--- config.mk ---
export PLATFORM = sky130hd
export DESIGN_NAME = distance_filter
export DESIGN_NICKNAME = d
export VERILOG_FILES = /design/src/rtl/dist_filter_pkg.sv /design/src/rtl/dist_ring_sum.sv /design/src/rtl/distance_filter.sv
export SDC_FILE = /design/constraint.sdc
export NUM_CORES = 1
export LEC_CHECK = 0
export BUFFER_PORTS_ARGS = -buffer_cell sky130_fd_sc_hd__buf_2
export CORE_ASPECT_RATIO = 1.5
export CORE_MARGIN = 2
export CORE_UTILIZATION = 35
export CTS_CLUSTER_DIAMETER = 100
export CTS_CLUSTER_SIZE = 8
export DETAILED_ROUTE_END_ITERATION = 10
export MAX_ROUTING_LAYER = met4
export PLACE_DENSITY = 0.54
export SETUP_SLACK_MARGIN = 0.3
export SKIP_LAST_GASP = 1
export SYNTH_ARGS = -nofsm -noshare
export SYNTH_HDL_FRONTEND = slang
export SYNTH_SLANG_ARGS = --single-unit
export TNS_END_PERCENT = 5
--- constraint.sdc ---
create_clock -name clk_20Hz -period 6.1 [get_ports clk_20Hz]
set_input_delay 0.305 -clock clk_20Hz [delete_from_list [all_inputs] [get_ports clk_20Hz]]
set_output_delay 0.305 -clock clk_20Hz [all_outputs]
set_load 0.02 [all_outputs]
--- src/rtl/dist_filter_pkg.sv ---
// Shared state encoding, parameter defaults and width helper for the distance filter.
package dist_filter_pkg;

    typedef enum logic [1:0] {
        IDLE  = 2'd0,
        TRACK = 2'd1,
        STALE = 2'd2
    } state_t;

    localparam int unsigned MAX_DIST_DEF  = 50;
    localparam int unsigned JUMP_LIM_DEF  = 15;
    localparam int unsigned REJ_LIM_DEF   = 3;
    localparam int unsigned STALE_LIM_DEF = 10;

    function automatic int unsigned sum_width(input int unsigned depth);
        return 6 + $clog2(depth);
    endfunction

endpackage

--- src/rtl/dist_ring_sum.sv ---
// DEPTH-entry sample ring with write pointer and running sum.
module dist_ring_sum #(
    parameter int unsigned DEPTH = 4,
    parameter int unsigned SW    = 8
) (
    input  logic          clk_20Hz,
    input  logic          rst,
    input  logic          write,
    input  logic          seed,
    input  logic [5:0]    data,
    output logic [SW-1:0] sum
);

    localparam int unsigned PW = $clog2(DEPTH);

    logic [5:0]    ring [DEPTH];
    logic [PW-1:0] wr_ptr;
    logic [SW-1:0] sum_q;

    // sum is the running total with this tick's write or seed already applied,
    // so the caller can register its rounded mean with single-tick latency.
    always_comb begin
        sum = sum_q;
        if (seed) begin
            sum = SW'(data) << PW;
        end else if (write) begin
            sum = sum_q + SW'(data) - SW'(ring[wr_ptr]);
        end
    end

    always_ff @(posedge clk_20Hz) begin
        if (rst) begin
            for (int i = 0; i < DEPTH; i++) begin
                ring[i] <= 6'd0;
            end
            wr_ptr <= '0;
            sum_q  <= '0;
        end else begin
            sum_q <= sum;
            if (seed) begin
                for (int i = 0; i < DEPTH; i++) begin
                    ring[i] <= data;
                end
                wr_ptr <= '0;
            end else if (write) begin
                ring[wr_ptr] <= data;
                wr_ptr       <= wr_ptr + PW'(1);
            end
        end
    end

endmodule

--- src/rtl/distance_filter.sv ---
// Clamp, spike-reject and average the ultrasonic distance once per control tick.
// Optional jump-window rejection is enabled by defining DIST_FILTER_OUTLIER_EN.
module distance_filter
    import dist_filter_pkg::*;
#(
    parameter int unsigned DEPTH     = 4,
    parameter int unsigned MAX_DIST  = MAX_DIST_DEF,
    parameter int unsigned JUMP_LIM  = JUMP_LIM_DEF,
    parameter int unsigned REJ_LIM   = REJ_LIM_DEF,
    parameter int unsigned STALE_LIM = STALE_LIM_DEF
) (
    input  logic       clk_20Hz,
    input  logic       rst,
    input  logic [5:0] raw_dist,
    input  logic       raw_valid,
    output logic [5:0] dist_out,
    output logic       dist_valid,
    output logic       stale,
    output logic [7:0] reject_cnt
);

    localparam int unsigned SW = sum_width(DEPTH);
    localparam int unsigned PW = $clog2(DEPTH);
    localparam int unsigned MW = $clog2(STALE_LIM + 1);
    localparam logic [5:0]    MAX_V     = 6'(MAX_DIST);
    localparam logic [MW-1:0] MISS_LAST = MW'(STALE_LIM - 1);

    state_t        state;
    logic [MW-1:0] miss_cnt;
    logic          has_sample;
    logic [5:0]    sample;
    logic          ring_write;
    logic          ring_seed;
    logic [SW-1:0] sum;
    logic [SW-1:0] rounded;

    assign has_sample = raw_valid && (raw_dist != 6'd0);
    assign sample     = (raw_dist > MAX_V) ? MAX_V : raw_dist;
    assign rounded    = sum + SW'(DEPTH / 2);

`ifdef DIST_FILTER_OUTLIER_EN
    localparam int unsigned RW = $clog2(REJ_LIM + 1);
    localparam logic [RW-1:0] RUN_LAST = RW'(REJ_LIM - 1);

    logic [RW-1:0] rej_run;
    logic [5:0]    jump;
    logic          in_window;
    logic          do_reject;

    assign jump      = (sample >= dist_out) ? (sample - dist_out) : (dist_out - sample);
    assign in_window = 32'(jump) <= JUMP_LIM;
    assign do_reject = (state == TRACK) && has_sample && !in_window && (rej_run < RUN_LAST);
`else
    logic unused_limits;
    assign unused_limits = (JUMP_LIM != 0) ^ (REJ_LIM != 0);
`endif

    // Outside TRACK any sample reseeds; inside TRACK an out-of-window sample
    // that has used up its reject run also reseeds.
    always_comb begin
        ring_write = 1'b0;
        ring_seed  = 1'b0;
        if (has_sample) begin
            if (state != TRACK) begin
                ring_seed = 1'b1;
`ifdef DIST_FILTER_OUTLIER_EN
            end else if (in_window) begin
                ring_write = 1'b1;
            end else if (!do_reject) begin
                ring_seed = 1'b1;
`else
            end else begin
                ring_write = 1'b1;
`endif
            end
        end
    end

    dist_ring_sum #(
        .DEPTH (DEPTH),
        .SW    (SW)
    ) u_ring (
        .clk_20Hz (clk_20Hz),
        .rst      (rst),
        .write    (ring_write),
        .seed     (ring_seed),
        .data     (sample),
        .sum      (sum)
    );

    always_ff @(posedge clk_20Hz) begin
        if (rst) begin
            state      <= IDLE;
            miss_cnt   <= '0;
            dist_out   <= 6'd0;
            dist_valid <= 1'b0;
            stale      <= 1'b0;
        end else begin
            dist_out <= rounded[SW-1:PW];
            if (ring_seed) begin
                state      <= TRACK;
                miss_cnt   <= '0;
                dist_valid <= 1'b1;
                stale      <= 1'b0;
            end else if (ring_write) begin
                miss_cnt <= '0;
            end else if (state == TRACK && !has_sample) begin
                miss_cnt <= miss_cnt + MW'(1);
                if (miss_cnt == MISS_LAST) begin
                    state      <= STALE;
                    dist_valid <= 1'b0;
                    stale      <= 1'b1;
                end
            end
        end
    end

`ifdef DIST_FILTER_OUTLIER_EN
    always_ff @(posedge clk_20Hz) begin
        if (rst) begin
            rej_run    <= '0;
            reject_cnt <= 8'd0;
        end else if (ring_seed || ring_write) begin
            rej_run <= '0;
        end else if (do_reject) begin
            rej_run <= rej_run + RW'(1);
            if (reject_cnt != 8'hFF) begin
                reject_cnt <= reject_cnt + 8'd1;
            end
        end
    end
`else
    assign reject_cnt = 8'd0;
`endif

endmodule

Yosys cells after proc, flatten, opt, wreduce, memory -nomap -nowiden
Memories as Yosys holds them, arrays and structs flattened. A register that Yosys moved wholly into a read port is not among the register bits.
Cells that the tools add are included.
W data, S select, Z words.
- bits in registers: 23
- memories kept: 1
- RAM bits: 24
- logic and storage cells: 67
- output and inout port bits: 16
- memory list (name ; depth ; width ; rd ports ; clocked after memory_dff ; write ports ; RTL line ; RTL):
    u_ring.ring ; 4 ; 6 ; 1 ; 1 ; 4 ; dist_ring_sum.sv:16 ; logic [5:0] ring [DEPTH];
- magnitude comparators: 1
- equal/unequal tests: 4
- muxes and demuxes: 33
- reduce and logical (&&, ||, !) cells: 11
- bitwise logic cells: 5
- add/subtract/negate cells: 5
- operator list (operator ; count):
    $mux W6 ; 6
    $mux W1 ; 22
    $mux W8 ; 2
    $add A8 B2 Y8 const B ; 1
    $add A8 B6 Y8 ; 1
    $sub A8 B6 Y8 ; 1
    $gt A6 B6 Y1 const B ; 1
    $mux W2 ; 3
    $reduce_and A3 Y1 ; 2
    $reduce_bool A6 Y1 ; 1
    $reduce_or A6 Y1 ; 1
    $add A4 B1 Y4 const B ; 1
    $eq A4 B4 Y1 const B ; 1
    $ne A2 B1 Y1 const B ; 2
    $or A1 B1 Y1 ; 4
    $reduce_bool A2 Y1 ; 2
    $reduce_or A3 Y1 ; 1
    $add A2 B1 Y2 const B ; 1
    $eq A2 B1 Y1 const B ; 1
    $logic_and A1 B1 Y1 ; 2
    $reduce_or A2 Y1 ; 1
    $logic_not A1 Y1 ; 1
    $not A1 Y1 ; 1

Logic depth before layout (Yosys ltp)
Gate-level depths: netlist of run 1.
- word-level depth: 9
- mapped depth: 14
- mapped depth without buffers: 13

Cells and area by module
From an unflattened synthesis of run 1, not the netlist that was laid out.
- cell total of the unflattened synthesis: 288
- area, all modules: 2864.0 um^2
- by module, submodules not included (module ; area an instance (um^2) ; cells each ; instances):
    dist_ring_sum ; 2137.0 ; 207 ; 1
    distance_filter ; 726.9 ; 81 ; 1

Worst setup path after synthesis of run 1
No wires, ideal clock.
- path kind: register -> register
- start point: register with a tool-made name
- end point: register dist_out[5]
- setup slack: 2.350 ns
- library setup time: 0.071 ns
- path buffers: 1
- data required time: 6.029 ns
- arrival time: 3.679 ns
- stages on the path, launching flop included: 14
- period minus slack after synthesis: 3.750 ns
- cell sequence: dfxtp_1 > clkbuf_1 > mux4_2 > fa_1 > inv_1 > fa_1 > xnor2_1 > a211oi_1 > a21oi_1 > inv_1 > ha_1 > o2111ai_4 > or4_1 > a21oi_1
- RTL lines (what ; RTL line ; RTL):
    end signal, assigned ; distance_filter.sv:99 ; dist_out <= rounded[SW-1:PW];
    end, declared ; distance_filter.sv:16 ; output logic [5:0] dist_out,

==> metrics.txt, run 1 <==
Routed wire per std cell=14.8 um; WS Path Type=reg2reg; required time worst endpoint=6.32 ns; Worst Reg-to-Reg Cells=12; number of violations reported at the end of detailed-routing iteration 0=45; Syn. warnings=0; number of buffers inserted by hold repair at cts=0; Overall Power=a little over 900 uW; routed vias/inst=roughly 5; post-synthesis sequential element count=48; via count=1,923; Final Skew=0.00467 ns; count of buffer and inverter cells on the critical path=2; Power Dens Cells=a little under 300 nW/um2; status=finished, final reports clean; fraction of final layout cells with drive strength greater than 1=14.5%; unrepaired setup endpoints after global routing=false; Antenna Cells=0; Crit path largest cell delay=0.58 ns; kind of end point of the critical path=register; startpoint kind of the worst setup timing path=register; cell-by-cell listing of the critical path=mux4_2 -> fa_1 -> inv_1 -> fa_1 -> xnor2_1 -> a211oi_1 -> a21oi_1 -> inv_1 -> ha_1 -> o2111ai_4 -> or4_1 -> a21oi_1; Die Wd=roughly 77 um; Starting Density=a little over a third; WP data arrival=4.13 ns; final worst-path cycle share=64.2%; summed instance area of the synthesized netlist=about 2800 um2; number of synthesized flops with an enable pin=24; number of max-cap violations=0; clock sink count=48; post-DP HPWL=4560 um; full die area=~8800 um2; worst slack after detailed placement=2.16 ns; leakage component of the power=0.00126 uW; Residual DRC=0; total wirelength of the detailed-routed design=~5800 um; post-synthesis sequential area ratio=42.4%; vias in the first global route=about 2,000; Register-to-Register Setup Slack=approximately 2.2 ns; Crit. path cell count=12; root buffer cell=sky130_fd_sc_hd__clkbuf_16; number of cells on the worst hold path=2; final weighted congestion in routability-driven placement=0.874; depth of the CTS H-tree=2; setup ws final=2.19 ns; Post-layout nets=324; CP max FO=6; Non-Filler Cell Area, Final=3140 um2; final hold viol count=0; Largest delay share family, worst path=adder cells; synthesis-to-layout area growth=10.9%; Die Y-Extent=~110 um; maximum clock frequency=255 MHz; Synth Flop Type=sky130_fd_sc_hd__edfxtp_1; number of buffers created by CTS=5; first-pass GRT wire length=9810 um; total I/O pin count=25; Hold/Removal Path Class=in2reg; commonest non-fill, non-tap cells in the layout=sky130_fd_sc_hd__nor2_1, sky130_fd_sc_hd__dfxtp_1, sky130_fd_sc_hd__edfxtp_1; number of cells upsized or downsized after cts=0; drt pass-1 iters=4; CTS tree=done; r2r endpoint=dist_out[5]$_SDFF_PP0_; Period minus WS final=3.91 ns; maximum number of pins on one net before global-route repair=30; actual slew at the worst max-slew pin=1.04 ns; number of antenna violations at the first check in global routing=0; insertion delay of the later-clocked pin in the worst-skew pair=0.29 ns; Slew HR=30.6%; Placed Instance Area=2960 um2; clock-pin transition on the worst setup and hold timing paths=0.07 ns; Syn Area/Cell=10.2 um2; most common library cell in the layout ignoring fill and taps=sky130_fd_sc_hd__nor2_1; Port Buf Inserts=16; maximum vdd drop=0.000165 V; area of the placeable core=7910 um2; Setup crit end=dist_out[5]$_SDFF_PP0_; global-route usage over all layers=15.0%; Synth async-reset ratio=0%; Core Rows=40; number of nets with antenna violations after routing=0; # Post-CTS Setup Buffers=0; count of final setup violators=0; overall overflow remaining after global route=0; distinct cell type count after synthesis=57; Pins Over Slew Limit=0; Post-Synthesis Cells=278; CP max-delay cell=sky130_fd_sc_hd__mux4_2; maximum number of buffers from clock root to sink=2; Sum Neg Setup Slack=0 ns
-- cell type report --
class | instances | area, um2
fill | 797 | 4770
multi-input combinational | 197 | 1470
sequential | 48 | 1200
clock buffer | 6 | 139
tap | 105 | 131
timing repair buffer | 16 | 80.1
inverter | 21 | 78.8
clock inverter | 2 | 38.8
-- worst min-delay path by stage --
stage                              from                     endpoint  slack [ns]
6_report                    raw_dist[5]  u_ring.ring[3][5]$_DFFE_PP_        0.47
5_1_grt                     raw_dist[5]  u_ring.ring[2][5]$_DFFE_PP_        0.49
4_1_cts                     raw_dist[5]  u_ring.ring[3][5]$_DFFE_PP_        0.46
3_5_place_dp   miss_cnt[1]$_SDFFE_PP0P_     miss_cnt[1]$_SDFFE_PP0P_        0.53
3_3_place_gp   miss_cnt[1]$_SDFFE_PP0P_     miss_cnt[1]$_SDFFE_PP0P_        0.51
2_1_floorplan  miss_cnt[1]$_SDFFE_PP0P_     miss_cnt[1]$_SDFFE_PP0P_        0.48
-- registers in the layout, summed over array words and instances, names as in the netlist, named ones only --
name	flops
u_ring.wr_ptr	2
miss_cnt	4
u_ring.ring	24
state	2
dist_out	6
u_ring.sum_q	8
-- cells in the mapped netlist, types with 2 or more instances --
cell | instances | share of area [%]
sky130_fd_sc_hd__buf_4 | 9 | 2.4
sky130_fd_sc_hd__dfxtp_1 | 24 | 17
sky130_fd_sc_hd__ha_1 | 21 | 9.3
sky130_fd_sc_hd__xor2_1 | 2 | 0.62
sky130_fd_sc_hd__nor2_1 | 40 | 5.3
sky130_fd_sc_hd__mux4_2 | 6 | 4.8
sky130_fd_sc_hd__a211oi_2 | 2 | 0.88
sky130_fd_sc_hd__fa_1 | 5 | 3.5
sky130_fd_sc_hd__a31oi_1 | 2 | 0.44
sky130_fd_sc_hd__nand2b_1 | 3 | 0.66
sky130_fd_sc_hd__edfxtp_1 | 24 | 25
sky130_fd_sc_hd__buf_2 | 2 | 0.35
sky130_fd_sc_hd__nand4_1 | 2 | 0.44
sky130_fd_sc_hd__inv_1 | 20 | 2.7
sky130_fd_sc_hd__xnor2_1 | 7 | 2.2
sky130_fd_sc_hd__nor3_1 | 10 | 1.8
sky130_fd_sc_hd__mux2i_1 | 3 | 1.1
sky130_fd_sc_hd__a211oi_1 | 4 | 1.1
sky130_fd_sc_hd__nand2_1 | 20 | 2.7
sky130_fd_sc_hd__nor2b_1 | 3 | 0.66
sky130_fd_sc_hd__nand3b_1 | 2 | 0.53
sky130_fd_sc_hd__clkbuf_1 | 8 | 1.1
sky130_fd_sc_hd__a21oi_1 | 10 | 1.8
sky130_fd_sc_hd__o21bai_1 | 4 | 1.1
sky130_fd_sc_hd__o21ai_0 | 2 | 0.35
sky130_fd_sc_hd__nand3_1 | 2 | 0.35
sky130_fd_sc_hd__or2_2 | 4 | 0.88
sky130_fd_sc_hd__and2_1 | 8 | 1.8
-- cell families (layout without fill, tap and decap cells) --
group / count (synthesis) / in the layout / synth area share (%)
and+or+nand+nor: 103 / 103 / 17.6
DFF: 48 / 48 / 42.4
AOI/OAI and AO/OA: 41 / 41 / 11.5
buffers and inverters: 40 / 45 / 6.59
adders and majority gates: 26 / 26 / 12.8
muxes: 10 / 10 / 6.23
xor gates and xnor gates: 9 / 9 / 2.79
other: 1 / 8 / 0.132
-- through the flow --
stage | hold slack, ns | util [%] | cells
floorplan | 0.484 | - | 285
global placement | 0.505 | 37.4 | 387
detailed placement | 0.526 | 37.4 | 387
CTS | 0.459 | 39.7 | 395
global route | 0.488 | 39.7 | 395
finish | 0.469 | 39.7 | 395
-- routing by layer --
metal  GRT usage (%)  share of wire, %
met2            25.9                54
met3            2.37               2.4
met4            7.86               2.0
met1            16.5                42
met5               -                 0
-- where the power goes --
group | leakage [uW] | internal (uW) | switching, uW | total, uW
sequential | 0.000458 | 368 | 12.0 | 380
combinational | 0.000710 | 90.0 | 135 | 225
clock | 0.0000871 | 205 | 120 | 325
(Power assumes the default switching activity.)
==> inputs of run 2 (changes only) <==
- ABC_AREA: not set -> 1
- PLACE_DENSITY: 0.54 -> 0.53
- clock period: 6.1 -> 3.9 ns (I/O delays scaled with it)
==> run 2 against run 1 <==
  * Synthesized cell count grew 34%
  * Highest routed layer unchanged
  * Fmax grew 21%
  * Critical endpoint unchanged
  * Critical path depth grew 3
  * Utilization shrank 1.0 points
  * Die area grew 3.8%
==> metrics.txt, run 2 <==
final weighted congestion in routability-driven placement=0.875 (about the same); fraction of final layout cells with drive strength greater than 1=11.4% (-3.1 points); cell-by-cell listing of the critical path=inv_1 -> o21ai_0 -> o22ai_1 -> fa_1 -> inv_1 -> fa_1 -> nor2_1 -> or3_4 -> inv_1 -> ha_1 -> nand3_2 -> nor2_2 -> nand2_1 -> nand2_1 -> nor2_1; CP max-delay cell=sky130_fd_sc_hd__fa_1; number of buffers inserted by hold repair at cts=0 (unchanged); Synth area leaders=sky130_fd_sc_hd__edfxtp_1, sky130_fd_sc_hd__dfxtp_1, sky130_fd_sc_hd__nand2_1; Syn Area/Cell=7.89 um2 (-23%); via count=2,272 (+18%); commonest non-fill, non-tap cells in the layout=sky130_fd_sc_hd__nand2_1, sky130_fd_sc_hd__inv_1, sky130_fd_sc_hd__nor2_1; Final Util=38.6% (-1.0 points); total wirelength of the detailed-routed design=6670 um (+14%); Largest delay share family, worst path=adder cells; Post-Synthesis Cells=373 (+34%); Routed wire per std cell=13.5 um (-8.8%); required time worst endpoint=4.09 ns (-2.23 ns); full die area=9170 um2 (+3.8%); WS Path Type=reg2reg; root buffer cell=sky130_fd_sc_hd__clkbuf_16; Post-layout nets=421 (+30%); vias in the first global route=2,259 (+11%); synthesis-to-layout area growth=9.14%; final worst-path cycle share=83.1% (+19 points); number of antenna violations at the first check in global routing=0 (unchanged); Die Wd=78.9 um (+1.9%); clock-pin transition on the worst setup and hold timing paths=0.06 ns (about the same); number of nets with antenna violations after routing=0 (unchanged); Period minus WS final=3.24 ns (-0.673 ns); number of synthesized flops with an enable pin=24 (unchanged); depth of the CTS H-tree=2 (unchanged); most prevalent standard cell on the critical path=sky130_fd_sc_hd__inv_1; dominant cell by count in the synthesized netlist=sky130_fd_sc_hd__nand2_1; global-route usage over all layers=16.2% (+1.2 points); Register-to-Register Setup Slack=0.66 ns (-1.53 ns); total I/O pin count=25 (unchanged); post-synthesis sequential area ratio=40.8% (-1.6 points); Pins Over Slew Limit=0 (unchanged); final hold slack=0.223 ns (-0.246 ns); source of the worst hold timing path=raw_dist[5]; Antenna Cells=0 (unchanged); startpoint kind of the worst setup timing path=register; number of cells on the worst hold path=3 (+1); Residual DRC=0 (unchanged); Synth async-reset ratio=0% (unchanged); CTS tree=done; number of max-cap violations=0 (unchanged); portion of synthesized cell area occupied by the leading cell type=24.5% (-0.97 points); Crit path largest cell delay=0.54 ns (-0.04 ns); number of violations reported at the end of detailed-routing iteration 0=103 (+130%); max reg flops=24 (unchanged); post-synthesis sequential element count=48 (unchanged); number of buffers created by CTS=5 (unchanged); biggest regs=u_ring.ring (24), u_ring.sum_q (8), dist_out (6); distinct cell type count after synthesis=34 (-40%); number of cells upsized or downsized after cts=0 (unchanged); Sum Neg Setup Slack=0 ns (unchanged); met3 global-route usage=2.16% (-0.20 points); Reg with most FFs=u_ring.ring; kind of end point of the critical path=register; clock sink count=48 (unchanged); Syn. warnings=0 (unchanged); Core Rows=41 (+2.5%); Starting Density=35.4% (-0.38 points); # Post-CTS Setup Buffers=0 (unchanged); maximum number of buffers from clock root to sink=2 (unchanged); WP data arrival=3.43 ns (-0.70 ns); Port Buf Inserts=16 (unchanged); summed instance area of the synthesized netlist=2940 um2 (+4.0%); Power Dens Cells=441 nW/um2 (+49%); routed vias/inst=4.60 (-5.5%); actual slew at the worst max-slew pin=0.606 ns (-0.434 ns); area of the placeable core=8310 um2 (+5.1%); met1 layer usage reported by global route=16.7% (+0.23 points); maximum vdd drop=0.000224 V (+36%); Worst Reg-to-Reg Cells=15 (+3); met2 track utilization from global routing=29.7% (+3.8 points); status=finished, final reports clean; leakage component of the power=0.00158 uW (+26%); Slew HR=59.4% (+29 points); count of final setup violators=0 (unchanged); library cell occupying the most area in the post-synthesis netlist=sky130_fd_sc_hd__edfxtp_1; r2r endpoint=dist_out[5]$_SDFF_PP0_; ranking of synthesized cells by instance count=sky130_fd_sc_hd__nand2_1, sky130_fd_sc_hd__inv_1, sky130_fd_sc_hd__nor2_1; maximum clock frequency=309 MHz (+21%); overall overflow remaining after global route=0 (unchanged); CP max FO=13 (+7); final hold viol count=0 (unchanged); maximum number of pins on one net before global-route repair=16 (-47%); most common library cell in the layout ignoring fill and taps=sky130_fd_sc_hd__nand2_1; Die Y-Extent=116 um (+1.9%); insertion delay of the later-clocked pin in the worst-skew pair=0.29 ns (about the same); busiest metal layer after global routing=met2; drt pass-1 iters=4 (unchanged); first-pass GRT wire length=10,800 um (+9.9%); Synth Flop Type=sky130_fd_sc_hd__edfxtp_1; post-DP HPWL=5330 um (+17%); Hold/Removal Path Class=in2reg; unrepaired setup endpoints after global routing=false; Final Skew=0.00381 ns (-0.000863 ns); count of buffer and inverter cells on the critical path=3 (+1); worst-case hold path end point=u_ring.sum_q[7]$_SDFF_PP0_
-- run 2: logic make-up (layout without fill, tap and decap cells) --
family,after synthesis,in the layout,synth area share [%]
buf+inv,85,92,12.6
fa+ha+maj,26,26,12.3
flops,48,48,40.8
other cells,1,8,0.127
simple gates,165,165,24.2
xor+xnor,4,4,1.19
compound gates,43,43,8.38
mux,1,1,0.340
-- run 2: how the worst max path moves through the flow --
stage	cells past startpoint	to	start
finish	15	dist_out[5]$_SDFF_PP0_	register
global route	15	dist_out[5]$_SDFF_PP0_	register
CTS	15	dist_out[5]$_SDFF_PP0_	register
detailed placement	15	dist_out[5]$_SDFF_PP0_	register
global placement	15	dist_out[5]$_SDFF_PP0_	register
floorplan	16	dist_out[5]$_SDFF_PP0_	register
-- run 2: metrics by stage --
stage / setup slack, ns / std cells / instance area, um2 / total power [uW]
floorplan: 0.908 / 380 / 2970 / 921
global placement: 0.582 / 486 / 3070 / 1010
detailed placement: 0.500 / 486 / 3070 / 1010
CTS: 0.484 / 494 / 3210 / 1430
global route: 0.381 / 494 / 3210 / 1520
finish: 0.659 / 494 / 3210 / 1420
-- run 2: cell type report --
| class | count | area (um2) |
|---|---|---|
| Tap cell | 107 | 134 |
| Fill cell | 887 | 5100 |
| Clock buffer | 5 | 125 |
| Clock inverter | 3 | 18.8 |
| Timing Repair Buffer | 16 | 80.1 |
| Sequential cell | 48 | 1200 |
| Multi-Input combinational cell | 247 | 1400 |
| Inverter | 68 | 255 |
-- run 2: layer usage --
| metal | up-vias | routed length (um) |
|---|---|---|
| met2 | 37 | 3580 |
| met4 | 0 | 301 |
| li1 | 1179 | - |
| met5 | - | 0 |
| met1 | 1039 | 2650 |
| met3 | 17 | 144 |
-- run 2: worst reg2reg max path, delay by kind of cell, from the launching register on --
kind                       cells  cell delay (ns)
adders and majority gates      3             1.24
and+or+nand+nor                7             0.79
DFF                            1             0.44
buffers and inverters          3             0.33
AOI/OAI and AO/OA              2             0.33
-- run 2: power breakdown --
part / switching, uW / total [uW] / internal, uW
Combinational: 261 / 398 / 137
Clock: 186 / 422 / 236
Sequential: 20.4 / 597 / 577
==> inputs of run 3 (changes only) <==
- clock period: 3.9 -> 3.1 ns (I/O delays scaled with it)
==> run 3 against run 2 <==
  * Global-route usage decreased by 0.56 points
  * Combinational power rose by 46%
  * Clock skew barely moved
  * Die area did not move
  * Sequential cell count unchanged
  * Design area rose by 6.0%
  * Worst hold slack got worse by 0.024 ns
  * Sequential power increased by 25%
  * Non-clock buffer count up 8
  * First-iteration DRC count decreased by 29%
  * Critical path depth unchanged
  * Final cell count grew 1.6%
  * Largest cell class unchanged
==> metrics.txt, run 3 (synthesis gave the netlist of run 2 again) <==
maximum vdd drop=0.000306 V (+37%); Routed wire per std cell=13.0 um (-3.4%); WP data arrival=3.07 ns (-0.36 ns); Slew HR=61.2% (+1.8 points); number of buffers created by CTS=5 (unchanged); Hold/Removal Path Class=in2reg; insertion delay of the later-clocked pin in the worst-skew pair=0.29 ns (about the same); depth of the CTS H-tree=2 (unchanged); CP max FO=4 (-9); number of buffers inserted by hold repair at cts=0 (unchanged); Register-to-Register Setup Slack=0.21 ns (-0.45 ns); full die area=9170 um2 (unchanged); clock sink count=48 (unchanged); Filler cells=861 (-2.9%); required time worst endpoint=3.28 ns (-0.81 ns); number of antenna violations at the first check in global routing=0 (unchanged); Pins Over Slew Limit=0 (unchanged); leakage component of the power=0.00163 uW (+2.9%); number of cells on the worst hold path=2 (-1); Power Dens Cells=542 nW/um2 (+23%); total wirelength of the detailed-routed design=6550 um (-1.8%); kind of end point of the critical path=register; r2r endpoint=dist_out[5]$_SDFF_PP0_; commonest non-fill, non-tap cells in the layout=sky130_fd_sc_hd__nand2_1, sky130_fd_sc_hd__inv_1, sky130_fd_sc_hd__nor2_1; startpoint kind of the worst setup timing path=register; total I/O pin count=25 (unchanged); most common library cell in the layout ignoring fill and taps=sky130_fd_sc_hd__nand2_1; Residual DRC=0 (unchanged); Worst Reg-to-Reg Cells=15 (unchanged); actual slew at the worst max-slew pin=0.582 ns (-0.0243 ns); count of final setup violators=0 (unchanged); post-DP HPWL=5310 um (-0.40%); root buffer cell=sky130_fd_sc_hd__clkbuf_16; CTS tree=done; Core Rows=41 (unchanged); via count=2,310 (+1.7%); WS Path Type=reg2reg; Port Buf Inserts=16 (unchanged); final hold viol count=0 (unchanged); unrepaired setup endpoints after global routing=true; maximum number of pins on one net before global-route repair=16 (unchanged); Die Y-Extent=116 um (unchanged); maximum number of buffers from clock root to sink=2 (unchanged); fraction of final layout cells with drive strength greater than 1=19.7% (+8.4 points); global-route usage over all layers=15.6% (-0.56 points); final worst-path cycle share=93.2% (+10 points); source of the worst hold timing path=rst; Final Skew=0.00410 ns (+0.000292 ns); Antenna Cells=0 (unchanged); vias in the first global route=2,180 (-3.5%); area of the placeable core=8310 um2 (unchanged); final hold slack=0.199 ns (-0.0236 ns); clock-pin transition on the worst setup and hold timing paths=0.06 ns (about the same); number of violations reported at the end of detailed-routing iteration 0=73 (-29%); Period minus WS final=2.89 ns (-0.350 ns); Post-layout nets=429 (+1.9%); Starting Density=35.4% (unchanged); routed vias/inst=4.60 (about the same); Die Wd=78.9 um (unchanged); Sum Neg Setup Slack=0 ns (unchanged); max reg flops=24 (unchanged); biggest regs=u_ring.ring (24), u_ring.sum_q (8), dist_out (6); final weighted congestion in routability-driven placement=0.816 (-6.7%); overall overflow remaining after global route=0 (unchanged); maximum clock frequency=346 MHz (+12%); status=finished, final reports clean; drt pass-1 iters=4 (unchanged); synthesis-to-layout area growth=15.7%; Reg with most FFs=u_ring.ring; first-pass GRT wire length=10,400 um (-3.3%); number of nets with antenna violations after routing=0 (unchanged); worst-case hold path end point=dist_out[0]$_SDFF_PP0_; number of max-cap violations=0 (unchanged)
run 3: repair_timing:
action                     4_1_cts  5_1_grt
gates cloned                     1        0
setup endpoints to repair        5        9
setup buffers                    1        2
pin swaps                        5       10
resized for setup               12       22
hold endpoints to repair         0        0
run 3: area by class of cell:
type | instances | area [um2] | area share (%)
Clock buffer | 7 | 133 | 3.90
Clock inverter | 1 | 5.00 | 0.147
Inverter | 68 | 260 | 7.64
Multi-Input combinational cell | 247 | 1520 | 44.6
Sequential cell | 48 | 1210 | 35.4
Tap cell | 107 | 134 | 3.93
Timing Repair Buffer | 24 | 148 | 4.34
run 3: worst max path at each step:
stage	depth (start not counted)	endpoint	slack, ns
after floorplan	17	dist_out[5]$_SDFF_PP0_	0.32
after global placement	20	dist_out[4]$_SDFF_PP0_	0.12
after detailed placement	19	dist_out[5]$_SDFF_PP0_	0.12
after CTS	15	dist_out[5]$_SDFF_PP0_	0.22
after global routing	15	dist_out[5]$_SDFF_PP0_	0.04
final	15	dist_out[5]$_SDFF_PP0_	0.21
run 3: where the power goes:
| part | internal, uW | switching (uW) | leakage (uW) | total (uW) |
|---|---|---|---|---|
| combinational | 222 | 359 | 0.00110 | 581 |
| sequential | 725 | 24.0 | 0.000459 | 749 |
| clock | 298 | 219 | 0.0000679 | 517 |
| total | 1250 | 601 | 0.00163 | 1850 |
run 3: critical path: stages, from the launching register on:
cell	delay, ns
sky130_fd_sc_hd__dfxtp_4	0.37
sky130_fd_sc_hd__o21ai_0	0.26
sky130_fd_sc_hd__o22ai_2	0.13
sky130_fd_sc_hd__ha_1	0.28
sky130_fd_sc_hd__inv_1	0.04
sky130_fd_sc_hd__ha_2	0.19
sky130_fd_sc_hd__fa_2	0.56
sky130_fd_sc_hd__nor2_1	0.05
sky130_fd_sc_hd__or3_4	0.35
sky130_fd_sc_hd__inv_2	0.08
sky130_fd_sc_hd__ha_4	0.14
sky130_fd_sc_hd__nand3_4	0.09
sky130_fd_sc_hd__nor2_4	0.09
sky130_fd_sc_hd__nand2_1	0.05
sky130_fd_sc_hd__nand2_1	0.05
sky130_fd_sc_hd__nor2_1	0.04
run 3: routing by layer:
layer  wire, um  GRT usage, %  vias up
met3        208          2.70       16
li1           -             -     1195
met2       3780          29.7       42
met5          0             -        -
met4        216          8.28        0
met1       2340          14.9     1057
run 3: through the flow:
step / instances / util, % / power [uW] / instance area (um2) / worst slack (ns)
2_1_floorplan: 380 / - / 1160 / 3000 / 0.323
3_3_place_gp: 490 / 37.5 / 1280 / 3110 / 0.118
3_5_place_dp: 490 / 37.5 / 1280 / 3110 / 0.118
4_1_cts: 500 / 39.8 / 1820 / 3310 / 0.225
5_1_grt: 502 / 41.0 / 1970 / 3400 / 0.0405
6_report: 502 / 41.0 / 1850 / 3400 / 0.209
